`src/rtl/step_cntr.sv`:
```
// step_cntr: modulo counter that advances by a fixed step every clock.
//
// Parameters
//   STEP       - unsigned amount added (or subtracted) per clock; reduced modulo CNT_MODULE
//   CNT_MODULE - count modulus; cnt stays within 0..CNT_MODULE-1
//   REVERSE    - 0 counts up, 1 counts down
//
// Ports
//   CLK - clock, state updates on the rising edge
//   RST - asynchronous active-low reset, forces cnt to 0
//   cnt - registered counter value, $clog2(CNT_MODULE) bits wide
module step_cntr #(
  parameter int unsigned STEP       = 1,
  parameter int unsigned CNT_MODULE = 10,
  parameter int unsigned REVERSE    = 0,
  localparam int unsigned W         = $clog2(CNT_MODULE)
) (
  input  logic         CLK,
  input  logic         RST,
  output logic [W-1:0] cnt
);

  if (CNT_MODULE < 2 || STEP < 1) begin : g_bad_param
    $error("step_cntr: CNT_MODULE must be >= 2 and STEP must be >= 1");
  end

  // Effective step; a step that is a whole multiple of the modulus holds the count.
  localparam int unsigned ES = STEP % CNT_MODULE;

  // One extra bit so cnt + ES and cnt + CNT_MODULE can never overflow before the wrap.
  localparam logic [W:0] EsW  = (W+1)'(ES);
  localparam logic [W:0] ModW = (W+1)'(CNT_MODULE);

  logic [W-1:0] cnt_q, cnt_d;
  logic [W:0]   cur_w, nxt_w;

  always_comb begin
    cur_w = {1'b0, cnt_q};
    nxt_w = '0;
    if (REVERSE != 0) begin
      // Borrow: add the modulus back before subtracting so the result stays in range.
      if (cur_w < EsW) begin
        nxt_w = cur_w + ModW - EsW;
      end else begin
        nxt_w = cur_w - EsW;
      end
    end else begin
      nxt_w = cur_w + EsW;
      if (nxt_w >= ModW) begin
        nxt_w = nxt_w - ModW;
      end
    end
    cnt_d = nxt_w[W-1:0];
  end

  always_ff @(posedge CLK or negedge RST) begin
    if (!RST) begin
      cnt_q <= '0;
    end else begin
      cnt_q <= cnt_d;
    end
  end

  assign cnt = cnt_q;

endmodule

```
`config.mk`:
```
export PLATFORM = sky130hd
export DESIGN_NAME = step_cntr
export DESIGN_NICKNAME = d
export VERILOG_FILES = /design/src/rtl/step_cntr.sv
export SDC_FILE = /design/constraint.sdc
export NUM_CORES = 1
export LEC_CHECK = 0
export CORE_AREA = 5 5 42 44
export CTS_BUF_LIST = sky130_fd_sc_hd__clkbuf_4
export DETAILED_ROUTE_END_ITERATION = 16
export DIE_AREA = 0 0 47 49
export GPL_ROUTABILITY_DRIVEN = 1
export GPL_TIMING_DRIVEN = 0
export PLACE_DENSITY = 0.45
export SETUP_SLACK_MARGIN = 0.4
export SKIP_LAST_GASP = 1
export SYNTH_ARGS = -nofsm -noshare
export SYNTH_HDL_FRONTEND = slang
export SYNTH_SLANG_ARGS = --single-unit
```
`constraint.sdc`:
```
create_clock -name CLK -period 1.45 [get_ports CLK]
set_input_delay 0.3625 -clock CLK [delete_from_list [all_inputs] [get_ports CLK]]
set_output_delay 0.3625 -clock CLK [all_outputs]
set_load 0.005 [all_outputs]
```
== After elaboration in Yosys (flattened, before gate mapping) ==
Cells that the tools add are included.
Word-level totals
  bits of input ports: 2
  output and inout port bits: 4
  logic and storage cells: 5
  register bits: 4
Cells by class
  multiplexer cells: 1
  magnitude comparators: 1
  add/sub/neg operators: 2
Operators by type and width (number)
  adder 4 x 1 -> 5 bit (second input constant): 1
  greater-or-equal comparator 5 x 4 -> 1 bit (second input constant): 1
  2-to-1 mux 4 bit: 1
  subtractor 4 bit (second input constant): 1

== Logic depth before layout (Yosys ltp) ==
  depth after elaboration: 3
  gate-level depth with buffers: 6
  mapped depth without buffers: 6

== Least setup slack after synthesis ==
OpenSTA, ideal clock, no wires.
  path kind: reg2reg
  start point: reg cnt_q[0], in the netlist cnt[0]
  end point: reg cnt_q[1], in the netlist cnt[1]
  data required time: 1.327 ns
  path slack: -0.123 ns
  stages on the path, launching flop included: 7
  data arrival time: 1.450 ns
  setup time: 0.123 ns
  period minus slack after synthesis: 1.573 ns
  path buffers: 0
  path through: dfrtp_1 > ha_1 > xnor2_2 > ha_1 > a21boi_1 > o21ai_1 > xnor2_1
On the way
  cells in the longest elaborated chain, start to end: 3
  elaborated cells on any way between the ends: 4
  those cells by class: add/sub (2); order compare (1); mux (1)
Ends and longest elaborated chain
  start, declared: RTL line 34  | logic [W-1:0] cnt_q, cnt_d;
  start signal, assigned: RTL line 60  | cnt_q <= cnt_d;
  adder 4 x 1 -> 5 bit (*): RTL line 48  | nxt_w = cur_w + EsW;
  subtractor 4 bit or greater-or-equal comparator 5 x 4 -> 1 bit (tied branches): RTL line 50, 49
  2-to-1 mux 4 bit (*): RTL line 49  | if (nxt_w >= ModW) begin
  via nxt_w[1]: RTL line 35  | logic [W:0] cur_w, nxt_w;
Mark *: on every way through the listed nets, which the timed path passes. The rest lies on a longest branch.

== Final worst setup path ==
Ends and elaborated chain as after synthesis.

==> results.py <==
metrics = {
    "floorplan": {
        "rows": 14,
        "core_area_mm2": 0.00140,
        "dieArea_mm2": 0.00230,
        "initial_utilization_pct": 17.5,
        "chipHeight_um": 49,
        "die_x_um": 47,
        "pin_count": 6,
    },
    "logic_synthesis": {
        "synth_warnings": 0,
        "yosysUniqueCellTypes": 15,
        "synth-seq-cells": 4,
        "synth_top_area_share_pct": 40.8,
        "synth_edf_count": 0,
        "ys_seq_area_share_pct": 40.8,
        "synth_top_area_cell": "dfrtp_1",
        "synth_most_common_cell": "dfrtp_1",
        "netlist_top_cells_area": "dfrtp_1 (41%), ha_1 (15%), xnor2_2 (6.6%)",
        "synth_common_cells": "dfrtp_1 (4), ha_1 (3), inv_1 (3), nand3_1 (2)",
        "ys.flop_type": "dfrtp_1",
        "syn-mean-instance-area_um2": 10.7,
        "syn-instance-count": 23,
        "syn_area_um2": 245,
        "syn_nets": 28,
        "synthArstFlopShare_pct": 100,
    },
    "critical_path": {
        "cp.arrival_ns": 1.57,
        "critPathSlowestCell": "dfrtp_2",
        "startpoint_type": "flip-flop",
        "crit_required_ns": 1.56,
        "cp_top_family": "flip-flops",
        "worstReg2RegStart": "cnt[0]",
        "path_buf_inv": 0,
        "slowest_delay_ns": 0.44,
        "rr_worst_depth": 6,
        "r2r_setup_slack_ns": -0.01,
        "crit_path_cell_trace": "ha_4 -> xnor2_4 -> ha_4 -> a21boi_4 -> o21ai_2 -> xnor2_1",
        "worstPathMaxFanout": 5,
        "critPathKind": "flip-flop to flip-flop",
        "cpMostUsedCell": "ha_4",
        "r2r-end": "cnt[1]",
        "cp-end-kind": "flip-flop",
    },
    "grt": {
        "use_met1_pct": 5.56,
        "grt-ovfl-total": 0,
        "gr-usage-met2_pct": 9.50,
        "grt_pass1_vias": 248,
        "grt_max_degree": 6,
        "grtUsageMet3_pct": 0.738,
        "busiest_layer": "met2",
        "antenna_found_initial": 0,
        "groute.usage.overall_pct": 6.22,
        "grt_pass1_wl_um": 1010,
    },
    "clock_network": {
        "cts_tree": "yes",
        "cts_buffer_depth": 2,
        "cts-root-buf": "clkbuf_4",
        "cts.clk_slew.worst_paths_ns": 0.04,
        "cts_sinks": 4,
        "cts_buffers": 3,
        "htreeDepth": 1,
        "clk_latency_ns": 0.23,
    },
    "detailed_routing": {
        "drt_pass1_iterations": 4,
        "vias": 210,
        "drtIter0Drc": 3,
        "routedWlPerCell_um": 10.8,
        "drc": 0,
        "vias_per_cell": 3.96,
        "drt-total-wl_um": 573,
        "postRouteAntennaNets": 0,
    },
    "place": {
        "dp_hpwl_um": 387,
        "place.gp.congestion": 0.728,
        "place_inst": 44,
        "postPlaceCellArea_um2": 320,
        "portBuffers": 5,
        "pre_cts_ws_ns": -0.187,
    },
    "sta": {
        "fin_worst_skew_ns": 0.00167,
        "hold_violations": 0,
        "rsz0062_at_grt": "yes",
        "post-route-period-util_pct": 101,
        "worstMarginPinSlew_ns": 0.177,
        "period_needed_ns": 1.46,
        "slew_violations": 0,
        "fmax_mhz": 685,
        "setup_viol": 1,
        "slew_headroom_pct": 88.2,
        "setup_slack_ns": -0.0105,
    },
    "final_layout": {
        "antenna_cells": 0,
        "nNetsFinal": 44,
        "fill_cells": 156,
        "finish.instance_area_um2": 462,
        "seqCellArea_um2": 104,
        "utilization_pct": 32.9,
        "final_cells": 53,
        "largest_reg_flops": 4,
        "multi_input_area_um2": 211,
        "area_growth_pct": 88.3,
        "layout-drive-gt1-share_pct": 64.9,
    },
    "pwr": {
        "power.density_mw_per_mm2": 542,
        "p_leak_uw": 0.000201,
        "vdd_drop_max_mv": 0.363,
    },
    "run_status": {
        "violations": "negative setup slack",
        "status": "complete, but fails checks",
    },
    "min_path": {
        "hold_path.class": "primary input to async pin",
    },
    "flow_run": {
        "maxCapViolations": 0,
    },
}
-- repair_timing --
item,CTS,global route
pin swaps,4,5
gates cloned,0,0
endpoints found under the setup margin,7,7
hold buffers,0,0
resized for setup,23,4
buffers inserted,4,2
-- per-layer routing --
metal / vias to the layer above / share of wire [%]
li1: 105 / -
met1: 100 / 33
met2: 3 / 60
met3: 2 / 2.8
met4: 0 / 4.2
met5: - / 0
-- worst max-delay path by stage --
stage                     cells past startpoint    from  endpoint  slack [ns]
final                                         6  cnt[0]    cnt[1]       -0.01
after global routing                          6  cnt[0]    cnt[1]       -0.11
after CTS                                     6  cnt[0]    cnt[1]       -0.07
after detailed placement                      6  cnt[0]    cnt[1]       -0.19
after global placement                        6  cnt[0]    cnt[1]       -0.15
after floorplan                               6  cnt[0]    cnt[1]       -0.04
-- placed cells by master, fill, tap and decap left out, drive strengths merged, types with 2 or more instances in the layout --
cell    instances
clkbuf          4
inv             3
buf             8
xnor2           2
dfrtp           4
ha              3
nand3           2
-- metrics by stage --
step	power [µW]	hold WS, ns	TNS, ns
final	250	0.326	-0.0105
after global placement	118	0.513	-0.222
after detailed placement	118	0.514	-0.249
after global routing	263	0.337	-0.132
after floorplan	114	0.0669	-0.0368
after CTS	259	0.320	-0.0942
-- power breakdown --
part	switching [µW]	internal (µW)	total, µW
logic	1.78	2.39	4.17
registers	0	112	112
clock network	41.7	92.3	134
-- worst register-to-register path, delay by kind of cell (launching register included) --
family / cells / cell delay [ns]
AO/OA/AOI/OAI: 2 / 0.24
flip-flops: 1 / 0.44
adder cells (fa/ha/maj): 2 / 0.37
XOR/XNOR: 2 / 0.30
-- layout make-up --
class,count,area share [%]
clock buffer,3,4.88
inverter,3,2.44
multi-input combinational,16,45.8
sequential,4,22.5
tap,16,4.34
timing repair buffer,11,20.1
-- logic make-up after synthesis --
| family | count (synthesis) | share of synthesized area [%] |
|---|---|---|
| muxes | 1 | 4.59 |
| xor gates and xnor gates | 3 | 13.8 |
| buffers and inverters | 3 | 4.59 |
| adders and majority gates | 3 | 15.3 |
| and+or+nand+nor | 4 | 7.14 |
| AOI/OAI and AO/OA | 5 | 13.8 |
| DFF | 4 | 40.8 |
Note: power is estimated with default switching activity, not from simulation.
